==> src/rtl/audio_pkg.sv <==
// Shared audio datapath definitions: sample/weight types, pan latencies,
// scheduler state encoding and the mix saturation helper.
`ifndef SAMPLE_WIDTH
`define SAMPLE_WIDTH 16
`endif
`ifndef FIXED_POINT
`define FIXED_POINT 16
`endif

package audio_pkg;

  localparam int FIXED_POINT_BITS = `FIXED_POINT;
  localparam int SAMPLE_W         = `SAMPLE_WIDTH + `FIXED_POINT;

  // Register stages inside the shared pan block.
  localparam int PAN_WEIGHT_LAT = 3;
  localparam int PAN_IN_LAT     = 1;

  typedef logic signed [SAMPLE_W-1:0] sample_t;
  typedef logic signed [31:0]         pan_weight_t;

  typedef enum logic [1:0] {
    ST_IDLE,
    ST_ISSUE,
    ST_DRAIN,
    ST_DONE
  } sched_state_t;

  // Clamp a wide signed value into the signed range of a w-bit word.
  function automatic logic signed [63:0] saturate(input logic signed [63:0] v,
                                                  input int unsigned        w);
    logic signed [63:0] hi;
    logic signed [63:0] lo;
    hi = (64'sd1 <<< (w - 1)) - 64'sd1;
    lo = -(64'sd1 <<< (w - 1));
    if (v > hi)      return hi;
    else if (v < lo) return lo;
    else             return v;
  endfunction

endpackage

==> src/rtl/pan_mix_scheduler_skew.sv <==
// Operand skew and result tagging for the shared pan: delays the sample behind
// its weight and marks which pan outputs belong to issued slots.
module pan_skew_pipe #(
  parameter int SW  = 32,
  parameter int PWL = 3,
  parameter int PIL = 1
) (
  input  logic          clk,
  input  logic          rst,
  input  logic          issue,
  input  logic [SW-1:0] issue_sample,
  output logic [SW-1:0] pan_in,
  output logic          result_valid,
  output logic          last_result
);

  // The final skew stage is the pan_in output register itself.
  localparam int SKEW = PWL - PIL + 1;

  logic [SW-1:0] r_skew [SKEW];
  logic [PWL:0]  r_tag;
  logic          w_shift;

  // Keep shifting while an issued sample is still travelling to pan_in, then
  // hold so pan_in keeps its last value between frames.
  always_comb begin
    w_shift = issue;
    for (int i = 0; i < SKEW - 1; i++) begin
      w_shift = w_shift | r_tag[i];
    end
  end

  always_ff @(posedge clk) begin
    if (rst) begin
      r_tag <= '0;
      for (int i = 0; i < SKEW; i++) begin
        r_skew[i] <= '0;
      end
    end else begin
      r_tag <= {r_tag[PWL-1:0], issue};
      if (issue) begin
        r_skew[0] <= issue_sample;
      end
      if (w_shift) begin
        for (int i = 1; i < SKEW; i++) begin
          r_skew[i] <= r_skew[i-1];
        end
      end
    end
  end

  assign pan_in       = r_skew[SKEW-1];
  assign result_valid = r_tag[PWL];
  assign last_result  = r_tag[PWL] && (r_tag[PWL-1:0] == '0);

endmodule

==> src/rtl/pan_mix_scheduler.sv <==
// Time-multiplexes one shared pan block over N voice channels and sums the
// returned left/right products into one saturated stereo sample per frame.
`ifndef SAMPLE_WIDTH
`define SAMPLE_WIDTH 16
`endif
`ifndef FIXED_POINT
`define FIXED_POINT 16
`endif

module pan_mix_scheduler #(
  parameter int N_CHANNELS     = 8,
  parameter int WIDTH          = `SAMPLE_WIDTH,
  parameter int PAN_WEIGHT_LAT = audio_pkg::PAN_WEIGHT_LAT,
  parameter int PAN_IN_LAT     = audio_pkg::PAN_IN_LAT
) (
  input  logic                                        clk,
  input  logic                                        rst,
  input  logic                                        sample_tick,
  input  logic [N_CHANNELS-1:0][WIDTH+`FIXED_POINT-1:0] ch_sample,
  input  logic [N_CHANNELS-1:0][31:0]                 ch_weight,
  input  logic [N_CHANNELS-1:0]                       ch_enable,
  output logic signed [WIDTH+`FIXED_POINT-1:0]        pan_in,
  output audio_pkg::pan_weight_t                      pan_weight,
  input  logic signed [WIDTH+`FIXED_POINT-1:0]        pan_left,
  input  logic signed [WIDTH+`FIXED_POINT-1:0]        pan_right,
  output logic signed [WIDTH+`FIXED_POINT-1:0]        mix_left,
  output logic signed [WIDTH+`FIXED_POINT-1:0]        mix_right,
  output logic                                        mix_valid,
  output logic                                        busy,
  output logic                                        overrun
);

  import audio_pkg::*;

  localparam int SW = WIDTH + `FIXED_POINT;
  localparam int AW = SW + $clog2(N_CHANNELS);
  localparam int CW = (N_CHANNELS > 1) ? $clog2(N_CHANNELS) : 1;

  sched_state_t                   r_state;
  logic [CW-1:0]                  r_cnt;
  logic signed [AW-1:0]           r_acc_l;
  logic signed [AW-1:0]           r_acc_r;
  logic [N_CHANNELS-1:0][SW-1:0]  r_snap_sample;
  logic [N_CHANNELS-1:0][31:0]    r_snap_weight;
  logic [N_CHANNELS-1:0]          r_snap_en;

  logic                           w_issue;
  logic [SW-1:0]                  w_issue_sample;
  logic [31:0]                    w_issue_weight;
  logic                           w_result_valid;
  logic                           w_last_result;

  // Disabled channels still occupy their slot so frame timing never varies.
  assign w_issue        = (r_state == ST_ISSUE);
  assign w_issue_sample = r_snap_en[r_cnt] ? r_snap_sample[r_cnt] : '0;
  assign w_issue_weight = r_snap_en[r_cnt] ? r_snap_weight[r_cnt] : '0;

  // NOTE: the snapshot has no reset; it is always written at tick capture
  // before any slot reads it, so clearing it would only add reset fanout.
  always_ff @(posedge clk) begin
    if (!rst && sample_tick && (r_state == ST_IDLE)) begin
      r_snap_sample <= ch_sample;
      r_snap_weight <= ch_weight;
      r_snap_en     <= ch_enable;
    end
  end

  always_ff @(posedge clk) begin
    if (rst) begin
      r_state    <= ST_IDLE;
      r_cnt      <= '0;
      r_acc_l    <= '0;
      r_acc_r    <= '0;
      pan_weight <= '0;
      mix_left   <= '0;
      mix_right  <= '0;
      mix_valid  <= 1'b0;
      busy       <= 1'b0;
      overrun    <= 1'b0;
    end else begin
      mix_valid <= 1'b0;
      overrun   <= sample_tick && (r_state != ST_IDLE);

      if (w_result_valid) begin
        r_acc_l <= r_acc_l + AW'(pan_left);
        r_acc_r <= r_acc_r + AW'(pan_right);
      end

      case (r_state)
        ST_IDLE: begin
          if (sample_tick) begin
            busy    <= 1'b1;
            r_cnt   <= '0;
            r_acc_l <= '0;
            r_acc_r <= '0;
            r_state <= ST_ISSUE;
          end
        end
        ST_ISSUE: begin
          pan_weight <= w_issue_weight;
          r_cnt      <= r_cnt + 1'b1;
          if (r_cnt == CW'(N_CHANNELS - 1)) begin
            r_state <= ST_DRAIN;
          end
        end
        ST_DRAIN: begin
          // The edge that adds the final tagged result also leaves DRAIN.
          if (w_last_result) begin
            r_state <= ST_DONE;
          end
        end
        ST_DONE: begin
          mix_left  <= SW'(saturate(64'(r_acc_l), SW));
          mix_right <= SW'(saturate(64'(r_acc_r), SW));
          mix_valid <= 1'b1;
          busy      <= 1'b0;
          r_state   <= ST_IDLE;
        end
        default: r_state <= ST_IDLE;
      endcase
    end
  end

  pan_skew_pipe #(
    .SW  (SW),
    .PWL (PAN_WEIGHT_LAT),
    .PIL (PAN_IN_LAT)
  ) u_skew (
    .clk          (clk),
    .rst          (rst),
    .issue        (w_issue),
    .issue_sample (w_issue_sample),
    .pan_in       (pan_in),
    .result_valid (w_result_valid),
    .last_result  (w_last_result)
  );

endmodule

==> config.mk <==
export PLATFORM = sky130hd
export DESIGN_NAME = pan_mix_scheduler
export DESIGN_NICKNAME = d
export VERILOG_FILES = /design/src/rtl/audio_pkg.sv /design/src/rtl/pan_mix_scheduler_skew.sv /design/src/rtl/pan_mix_scheduler.sv
export SDC_FILE = /design/constraint.sdc
export NUM_CORES = 1
export LEC_CHECK = 0
export ABC_CLOCK_PERIOD_IN_PS = 55200
export BUFFER_PORTS_ARGS = -buffer_cell sky130_fd_sc_hd__buf_2
export CORE_AREA = 2 2 278 280
export CTS_BUF_LIST = sky130_fd_sc_hd__clkbuf_16
export CTS_CLUSTER_DIAMETER = 80
export DETAILED_ROUTE_END_ITERATION = 6
export DIE_AREA = 0 0 280 282
export PLACE_DENSITY = 0.76
export SLEW_MARGIN = 20
export SYNTH_ARGS = -nofsm -noshare
export SYNTH_HDL_FRONTEND = slang
export SYNTH_SLANG_ARGS = --single-unit
==> constraint.sdc <==
create_clock -name clk -period 55.2 [get_ports clk]
set_input_delay 5.52 -clock clk [delete_from_list [all_inputs] [get_ports clk]]
set_output_delay 5.52 -clock clk [all_outputs]
set_load 0.05 [all_outputs]
# Word-level counts from Yosys, hierarchy flattened
# Memories as Yosys holds them, arrays and structs flattened.
# Index checks and enable logic that the tools add are counted.
[op_classes] n_mux=38 n_lt_le_gt_ge=5 reduce_logical=13 add_sub_neg=3 bitwise=5 n_eq_ne=7
[ops] cell="two-way mux 32 bit" n=11
[ops] cell="two-way mux 35 bit" n=6
[ops] cell="binary-select mux 32 bit (select 3 bit)" n=2
[ops] cell="adder 35 x 32 -> 35 bit" n=2
[ops] cell="> comparator 35 x 32 -> 1 bit, second input constant" n=2
[ops] cell="less-than comparator 35 x 32 -> 1 bit, second input constant" n=2
[ops] cell="two-way mux 1 bit" n=11
[ops] cell="one-hot mux 2 bit (4 select lines)" n=1
[ops] cell="two-way mux 2 bit" n=3
[ops] cell="one-hot mux 3 bit (2 select lines)" n=1
[ops] cell="nonzero test 2 bit" n=3
[ops] cell="bitwise OR 1 bit" n=5
[ops] cell="equality test 2 bit, second input constant" n=2
[ops] cell="logical AND 1 bit" n=4
[ops] cell="less-than comparator 3 x 4 -> 1 bit, second input constant" n=1
[ops] cell="!= test 2 bit, second input constant" n=2
[ops] cell="AND reduction 2 bit" n=2
[ops] cell="adder 3 x 1 -> 3 bit, second input constant" n=1
[ops] cell="binary-select mux 1 bit (select 3 bit)" n=1
[ops] cell="equality test 3 bit, second input constant" n=1
[ops] cell="logical NOT 3 bit" n=1
[ops] cell="two-way mux 3 bit" n=1
[ops] cell="AND reduction 3 bit" n=1
[ops] cell="equality test 2 x 1 -> 1 bit, second input constant" n=1
[ops] cell="4 further kinds" n=4
[totals] ff_bits=698 mem_count=1 input_bits=587 elab_cells=100 out_inout_bits=131 ramBits=96
[memory_table] memory="u_skew.r_skew" words=3 word_bits=32 rd=3 rd_ports_with_merged_regs=0 write_ports=3 line_no="pan_mix_scheduler_skew.sv:20" text="logic [SW-1:0] r_skew [SKEW];"

# Longest topological paths before layout
# Gate-level depths: netlist of the first run.
[logic_depth] ltp_word=7 depth_mapped=11 mapped_depth_nobuf=11

# By module
# Synthesis of the first run repeated with hierarchy kept, for this count alone.
[unflattened] cells_unflattened=2264 area_unflattened_um2=33457.1
[modules_own_cells] mod="pan_mix_scheduler" n_inst=1 cells_each=2007 seq_area_each_um2=19098.3 area_per_inst_um2=29356.9
[modules_own_cells] mod="pan_skew_pipe" n_inst=1 cells_each=257 seq_area_each_um2=2962.8 area_per_inst_um2=4100.2

# Worst setup path after synthesis of the first run
# Ideal clock, no wire load.
[synth_timing] path_kind="input to register" start="input port rst" end="register r_snap_en[0] (enable)" t_arrival_ns=27.451 setup_slack_ns=26.334 t_required_ns=53.786 path_buffers=2 setup_time_ns=1.414 stages=3 path_cell_list="clkbuf_1 -> clkbuf_1 -> nor2_1"
[synth_via] elab_chain_cells=3
[synth_lines] element="start: declaration" line_no="pan_mix_scheduler.sv:17" text="input logic rst,"
[synth_lines] element="logical NOT 1 bit" line_no="pan_mix_scheduler.sv:61" text="if (!rst && sample_tick && (r_state == ST_IDLE)) begin"
[synth_lines] element="logical AND 1 bit (2 in series)" line_no="pan_mix_scheduler.sv:61"
[synth_lines] element="end signal: assignment" line_no="pan_mix_scheduler.sv:64" text="r_snap_en <= ch_enable;"
[synth_lines] element="end: declaration" line_no="pan_mix_scheduler.sv:45" text="logic [N_CHANNELS-1:0] r_snap_en;"
# No other way between the ends.
# A chain may end at the register's enable or synchronous reset.

# Worst setup path after layout of the first run
[layout_timing] start="input port sample_tick" end="register r_snap_weight[248] in the netlist's numbering (enable)"
[layout_via] elab_chain_cells=2
[layout_lines] element="start: declaration" line_no="pan_mix_scheduler.sv:18" text="input logic sample_tick,"
[layout_lines] element="logical AND 1 bit (2 in series)" line_no="pan_mix_scheduler.sv:61"
[layout_lines] element="end signal: assignment" line_no="pan_mix_scheduler.sv:63" text="r_snap_weight <= ch_weight;"
[layout_lines] element="end: declaration" line_no="pan_mix_scheduler.sv:44" text="logic [N_CHANNELS-1:0][31:0] r_snap_weight;"
# No other way between the ends.

==> results of run 1 <==
Yosys cell counts, types with 7 or more instances:
cell type	count	area, um2
nand2b_1	67	419
mux4_2	130	2930
o21a_1	12	90.1
xnor2_1	32	280
a211oi_1	12	90.1
buf_1	25	93.8
o21ai_1	19	95.1
nand4_1	10	62.6
nor2b_1	11	68.8
clkbuf_1	78	293
buf_4	32	240
a21o_1	32	240
nand3b_1	19	143
o31ai_1	7	52.6
o21ai_0	123	616
dfxtp_1	178	3560
a21oi_1	136	681
and3_1	11	68.8
nor2_1	131	492
nand3_1	26	130
xor2_1	23	201
nand2_1	95	357
buf_2	10	50.1
inv_1	20	75.1
nor3_1	11	55.1
o21bai_1	11	82.6
and2_1	67	419
ha_1	74	926
mux2i_1	110	1100
edfxtp_1	616	18500
sequential cells by signal, indices dropped and copies added, names as in the netlist, 32 cells and up:
name / count
mix_left: 32
mix_right: 32
pan_weight: 32
r_acc_l: 35
r_acc_r: 35
r_snap_sample: 256
r_snap_weight: 256
u_skew.r_skew: 96
worst paths after layout:
check	start	end	slack (ps)	cells past startpoint
worst max-delay path	sample_tick	r_snap_weight[248]	45590	7
worst min-delay path	pan_weight[2]	pan_weight[2]	450	2
worst max register to register	r_state[1]	r_snap_weight[248]	49750	8
worst min register to register	pan_weight[2]	pan_weight[2]	450	2
worst max-delay path, stage by stage:
cell	delay, ps
buf_2	130
nand2_1	140
nor2_4	770
buf_4	720
buf_4	900
buf_4	910
buf_4	630
routing by layer:
layer	up-vias	wire [um]	part of all wire, %	global-route usage [%]
li1	9767	-	-	-
met1	10200	34000	39	26.6
met2	827	43600	50	36.8
met3	195	6160	7.0	4.94
met4	12	3820	4.4	10.4
met5	-	70	0.080	0
stage by stage:
| stage | hold slack, ps | util (%) | setup WS [ps] | area [um2] | std cells |
|---|---|---|---|---|---|
| final | 448 | 53.3 | 45590 | 40300 | 3956 |
| after global routing | 478 | 53.3 | 45250 | 40300 | 3951 |
| after CTS | 450 | 53.2 | 45630 | 40300 | 3930 |
| after detailed placement | 439 | 49.5 | 44870 | 37500 | 3776 |
| after global placement | 429 | 49.5 | 45010 | 37500 | 3776 |
| after floorplan | 428 | - | 26330 | 33100 | 2199 |
cell families (layout without fill, tap and decap cells):
family / Yosys count / after routing
flops: 794 / 794
simple gates: 465 / 465
compound gates: 401 / 401
mux: 243 / 243
buf+inv: 165 / 918
fa+ha+maj: 76 / 76
xor+xnor: 55 / 55
other cells: 0 / 26
report_power, final:
part	leakage [nW]	internal [W]	switching, W	total (W)
sequential	7.29	0.000750	0.0000242	0.000774
combinational	6.58	0.000102	0.000196	0.000298
clock	1.43	0.000324	0.000242	0.000566
layout make-up:
class	count	area share, %
diodes	26	0.161
clock buffers	84	5.21
well taps	978	3.03
multi-input cells	1240	25.5
inverters	20	0.186
repair buffers	744	9.43
flip-flops and latches	794	54.7
clock inverters	70	1.78
==> flow_summary.toml, run 1 <==
[finish]
fillers = 6120
num-nets-final = 3547
area_growth_pct = 22.1
layout_commonest_cell = "buf_2"
regArea_um2 = 22100
layout_common_cells = "buf_2 (717), edfxtp_1 (616), dfxtp_1 (174)"
multi_input_area_um2 = 10300
drive_gt1_share_pct = 34.3

[floorplan]
fp.dieH_um = 282
num_io_pins = 718
die-area_um2 = 79000
fp.dieW_um = 280
coreArea_um2 = 75700
rows = 101
start_util_pct = 43.7

[yosys]
synth.distinct_cells = 69
ys_seq_elements = 794
yosys.area_share.simple_pct = 7.11
synth_top_family_by_area = "multiplexers"
synth-edff-count = 616
synth_cells = 2199
yosys.area_share.adder_pct = 2.92
synth_compound_area_share_pct = 7.20
synth_flop_cell = "edfxtp_1"
yosys.area_share.xor_xnor_pct = 1.46
yosys_warnings = 0
syn_avg_cell_area_um2 = 15.0
synth.mux.area_fraction_pct = 12.3
synthArstFlopShare_pct = 0
syn_nets = 2862
ys_seq_area_share_pct = 66.7
synth_area_um2 = 33100

[global_routing]
grtUsageTotal_pct = 21.8
grt_max_degree = 102
antenna_found_initial = 34
grt_pass1_vias = 21300
grt_pass1_wl_mm = 128
grt-ovfl-total = 0

[cts]
cts.clk_slew.worst_paths_ps = 60
cts_resized = 0
cts_setup_buffers = 0
ctsHoldBuffers = 0
clk_latency_ps = 680
cts_max_level = 3
numCtsBuffers = 84
cts_root_buffer = "clkbuf_16"
cts_tree = "built"
clock-sinks = 794
ctsLongestPathBuffers = 3

[placed_design]
port_buffers = 717
place_congestion = 0.908
dp.final_hpwl_mm = 62.4

[critical_path]
arrival_ps = 9930
cp_max_fo = 82
setup.worst_path.end_class = "register"
cp.required_ps = 55510
start_kind = "primary input"
criticalPathCategory = "in2reg"

[sta]
tightest_slew_ps = 1120
hold_viol = 0
drv_slew = 0
slew_headroom_pct = 25.5
report.final.setup_viol = 0
skew_ps = 92.8
setup_tns_ps = 0
fin_crit_sh_pct = 17.4
rsz0062_at_grt = "no"
fin_crit_ps = 9610
clock.fmax_mhz = 104

[route]
ant_nets = 0
wl_per_cell_um = 22.2
dr.first_iter.drc_count = 1502
vias = 21000
drt-total-wl_mm = 87.6
viasPerCell = 5.30
drc = 0
firstDrtPassIters = 7

[power_and_ir_drop]
irDropWorstVdd_mv = 0.0299
power_per_cell_area_nw_per_um2 = 40.6
p_leak_nw = 15.3
p_total_w = 0.00164

[outcome]
status = "completed"

[worst_hold_path]
min_path_type = "reg2reg"

[flow_run]
maxCapViolations = 0
No activity file was read; power rests on OpenSTA's default activity.
==> inputs of run 2 (changes only) <==
ABC_CLOCK_PERIOD_IN_PS = 8000   (was 55200)
CORE_AREA = 2 2 279 281   (was 2 2 278 280)
DIE_AREA = 0 0 281 283   (was 0 0 280 282)
PLACE_DENSITY = 0.78   (was 0.76)
clock period = 8 ns   (was 55.2 ns; I/O delays follow)
==> flow_summary.toml, run 2 (synthesized netlist as in run 1, its figures left out) <==
[global_routing]
grt-ovfl-total = 0
grtUsageTotal_pct = 22.9
antenna_found_initial = 55
grt_max_degree = 210
grt_pass1_vias = 21600
grt_pass1_wl_mm = 135

[critical_path]
r2r.worst_path.cells = 5
setup.worst_path.end_class = "register"
start_kind = "register"
cp.required_ps = 8340
cp_max_fo = 42
arrival_ps = 3680
criticalPathCategory = "reg2reg"

[sta]
fin_crit_ps = 3340
clock.fmax_mhz = 300
holdWs_ps = 309
fin_crit_sh_pct = 41.7
slew_headroom_pct = 29.5
drv_slew = 0
skew_ps = 64.7
tightest_slew_ps = 1060
rsz0062_at_grt = "no"
hold_viol = 0
report.final.setup_viol = 0

[route]
viasPerCell = 5.30
ant_nets = 0
dr.first_iter.drc_count = 1715
wl_per_cell_um = 23.0
m1WireLength_mm = 34.1
wl_met2_mm = 46.4
firstDrtPassIters = 5
highest_layer = "met5"
drc = 0
vias = 21400
wl_met3_mm = 7.00
drt-total-wl_mm = 92.5

[cts]
ctsLongestPathBuffers = 3
clock-sinks = 794
cts_tree = "built"
cts_max_level = 3
cts.clk_slew.worst_paths_ps = 60
numCtsBuffers = 83
ctsHoldBuffers = 0
cts_resized = 0
cts_setup_buffers = 0
cts_root_buffer = "clkbuf_16"
clk_latency_ps = 660

[power_and_ir_drop]
power.share.switching_pct = 28.4
p_leak_nw = 15.2
clock_power_share_pct = 34.1
p_int_w = 0.00806
irDropWorstVdd_mv = 0.249
switchingPower_w = 0.00320
power_per_cell_area_nw_per_um2 = 279
comb_power_share_pct = 18.2
power_frac_seq_pct = 47.7
p_total_w = 0.0113

[finish]
design_area_um2 = 40400
drive_gt1_share_pct = 34.5
instances_no_fill = 4027
layout_common_cells = "buf_2 (717), edfxtp_1 (616), dfxtp_1 (174)"
num-nets-final = 3543
area_growth_pct = 22.2
layout_commonest_cell = "buf_2"
reg.largest.list = "r_snap_sample (256), r_snap_weight (256), u_skew.r_skew (96)"

[worst_hold_path]
min_path_type = "in2reg"
min_path_cells = 1

[placed_design]
place_congestion = 0.924
placed_cells = 3833
port_buffers = 717
place_area_um2 = 37500
dp.final_hpwl_mm = 67.4

[floorplan]
fp.dieW_um = 281
rows = 102
fp.dieH_um = 283
die-area_um2 = 79500
coreArea_um2 = 76700
start_util_pct = 43.1
num_io_pins = 718

[outcome]
status = "completed"

[flow_run]
maxCapViolations = 0
[run 2: cell count changes in the layout (fill, tap and decap cells not counted), moves of 2 or more]
cell	before	now
inv_1	43	35
inv_8	2	0
nand2_1	94	92
buf_4	26	21
inv_6	1	3
clkinv_2	4	10
clkinv_16	6	3
nand2_2	0	2
diode_2	26	39
clkinv_1	19	22
buf_16	0	2
[run 2: layout make-up]
type                            count  area, um2
Antenna cell                       39       97.6
Clock buffer                       83       2080
Clock inverter                     70        646
Fill cell                        6230      36300
Inverter                           20       75.1
Multi-Input combinational cell   1240      10300
Sequential cell                   794      22100
Tap cell                         1040       1300
Timing Repair Buffer              741       3820
[run 2: worst paths after layout]
check,startpoint,end,slack [ps]
worst min register to register,pan_weight[10],pan_weight[10],450
worst max-delay path,r_cnt[0],u_skew.r_skew[0][22],4660
worst max register to register,r_cnt[0],u_skew.r_skew[0][22],4660
worst min-delay path,ch_sample[34],r_snap_sample[34],310
[run 2: per-layer routing]
layer	up-vias	global-route usage (%)
met1	10400	27.1
met2	906	38.8
met3	225	5.34
met4	18	12.2
met5	-	0
li1	9765	-
[run 2: critical path, cell delays in order, from the launching register on]
cell	delay, ps
dfxtp_4	620
buf_4	720
mux4_2	590
mux2_2	320
nand2_2	560
nor2_1	150
[run 2: metrics by stage]
stage	setup TNS [ps]	utilization (%)	worst slack [ps]
6_report	0	52.7	4660
5_1_grt	0	52.6	4330
4_1_cts	0	52.5	4560
3_5_place_dp	0	48.9	4440
3_3_place_gp	0	48.9	4410
2_1_floorplan	-610360	-	-1170
[run 2: power by group through the flow]
stage / Sequential [W] / Combinational, W / Clock [W]
5_1_grt: 0.00542 / 0.00219 / 0.00406
3_5_place_dp: 0.00546 / 0.00205 / 0
6_report: 0.00537 / 0.00205 / 0.00384
3_3_place_gp: 0.00543 / 0.00202 / 0
2_1_floorplan: 0.00558 / 0.00138 / 0
4_1_cts: 0.00538 / 0.00206 / 0.00391
==> inputs of run 3 (changes only) <==
ABC_CLOCK_PERIOD_IN_PS = 3400   (was 8000)
PLACE_DENSITY = 0.76   (was 0.78)
clock period = 3.4 ns   (was 8 ns; I/O delays follow)
==> flow_summary.toml, run 3 (synthesized netlist as in run 1, its figures left out) <==
[finish]
layout_common_cells = "buf_2 (717), edfxtp_1 (616), dlygate4sd3_1 (521)"
layout_commonest_cell = "buf_2"
drive_gt1_share_pct = 29.9
num-nets-final = 4080
reg.largest.list = "r_snap_sample (256), r_snap_weight (256), u_skew.r_skew (96)"
instances_no_fill = 4581
area_growth_pct = 38.7

[power_and_ir_drop]
clock_power_share_pct = 33.5
irDropWorstVdd_mv = 0.524
comb_power_share_pct = 20.6
p_int_w = 0.0193
power.share.switching_pct = 30.6
p_leak_nw = 17.5
p_total_w = 0.0278
power_per_cell_area_nw_per_um2 = 607
switchingPower_w = 0.00850
power_frac_seq_pct = 45.9

[route]
drt-total-wl_mm = 121
dr.first_iter.drc_count = 2904
ant_nets = 0
wl_per_cell_um = 26.5
vias = 25600
viasPerCell = 5.59
drc = 0
firstDrtPassIters = 5

[critical_path]
crit_path_top_delay_cell = "fa_1"
max_stage_delay_ps = 420
cp_cell_sequence = "ha_1 > fa_1 > a211oi_1 > o21bai_1 > a21oi_2 > o31ai_2 > a221oi_2 > o21ai_1 > a221oi_1 > xor2_1 > o21ai_1"
reg2reg_to = "r_acc_l[30]"
cpMostUsedCell = "o21ai_1"
cp.required_ps = 3890
r2r_start = "r_acc_l[0]"
start_kind = "register"
criticalPathCategory = "reg2reg"
arrival_ps = 3530
setup.worst_path.end_class = "register"
r2r_slack_ps = 360
crit_buf_inv = 0
cp_max_fo = 5
cpLargestDelayFamily = "compound AO/OA/AOI/OAI gates"
r2r.worst_path.cells = 11
path_depth = 11

[sta]
clock.fmax_mhz = 329
worst_slack_ps = 364
rsz0062_at_grt = "no"
drv_slew = 0
report.final.setup_viol = 0
fin_crit_ps = 3040
skew_ps = 65.4
hold_viol = 0
tightest_slew_ps = 997
fin_crit_sh_pct = 89.3
setup_tns_ps = 0
slew_headroom_pct = 33.3

[cts]
cts.clk_slew.worst_paths_ps = 60
cts_max_level = 3
cts_resized = 0
clock-sinks = 794
clk_latency_ps = 660
numCtsBuffers = 85
cts_root_buffer = "clkbuf_16"
cts_tree = "built"
ctsLongestPathBuffers = 3

[worst_hold_path]
worstHoldStart = "pan_left[0]"
min_path_type = "in2reg"
hold_end = "r_acc_l[0]"
min_path_cells = 4

[floorplan]
fp.dieW_um = 281
num_io_pins = 718
start_util_pct = 43.1
coreArea_um2 = 76700
rows = 102
die-area_um2 = 79500
fp.dieH_um = 283

[global_routing]
grt_pass1_wl_mm = 168
antenna_found_initial = 45
grt_pass1_vias = 26100
grt-ovfl-total = 0
grtUsageTotal_pct = 28.6
grt_max_degree = 123

[placed_design]
place_congestion = 0.907
dp.final_hpwl_mm = 68.2
placed_cells = 3849
dp_slack_ps = 256
port_buffers = 717

[outcome]
status = "completed"

[flow_run]
maxCapViolations = 0
run 3: changes by cell type in the layout (fill, tap and decap cells not counted), moves of 2 or more:
cell	previous run	this run
buf_12	1	11
buf_16	2	0
buf_4	21	27
bufinv_16	8	4
clkbuf_16	83	86
clkinv_1	22	18
clkinv_2	10	18
clkinv_4	2	0
diode_2	39	55
dlygate4sd3_1	0	521
inv_1	35	31
inv_2	1	3
inv_4	0	2
run 3: cell type report:
class / count / area [um2]
diodes: 55 / 138
clock buffers: 86 / 2150
clock inverters: 70 / 563
fillers: 5591 / 30900
inverters: 20 / 75.1
multi-input cells: 1240 / 10300
flip-flops and latches: 794 / 22100
well taps: 1040 / 1300
repair buffers: 1276 / 9230
run 3: timing repair:
item | in CTS | in global routing
hold buffers | 521 | 0
setup buffers | 0 | 0
hold endpoints to repair | 521 | 0
run 3: stage by stage:
| stage | hold WS (ps) | util [%] | instance area, um2 |
|---|---|---|---|
| floorplan | 428 | - | 33100 |
| global placement | 430 | 49.2 | 37800 |
| detailed placement | 438 | 49.3 | 37800 |
| CTS | 34.7 | 59.6 | 45700 |
| global route | 90.5 | 59.8 | 45800 |
| finish | 84.4 | 59.8 | 45800 |
run 3: layer usage:
layer	up-vias	track usage, %	wire length, um
met2	2006	47.9	58300
met3	523	6.58	12300
met5	-	0	48
met4	8	18.3	10100
li1	10900	-	-
met1	12200	33.0	40700
run 3: worst reg2reg max path, stage by stage (launching register included):
cell and delay, ps:
dfxtp_1 320, ha_1 210, fa_1 420, a211oi_1 250, o21bai_1 130, a21oi_2 270
o31ai_2 170, a221oi_2 340, o21ai_1 180, a221oi_1 370, xor2_1 170, o21ai_1 70
run 3: power by group through the flow:
stage / sequential [W] / clock [W] / combinational [W]
global placement: 0.0127 / 0 / 0.00491
global route: 0.0128 / 0.00975 / 0.00604
finish: 0.0128 / 0.00931 / 0.00575
detailed placement: 0.0128 / 0 / 0.00497
floorplan: 0.0131 / 0 / 0.00327
CTS: 0.0126 / 0.00910 / 0.00551
run 3: worst max path at each step:
stage / startpoint / endpoint / slack, ps
floorplan: rst / r_snap_en[0] / -5310
global placement: pan_left[0] / r_acc_l[30] / 240
detailed placement: pan_left[0] / r_acc_l[30] / 260
CTS: r_acc_l[0] / r_acc_l[30] / 380
global route: r_acc_l[0] / r_acc_l[30] / 110
finish: r_acc_l[0] / r_acc_l[30] / 360
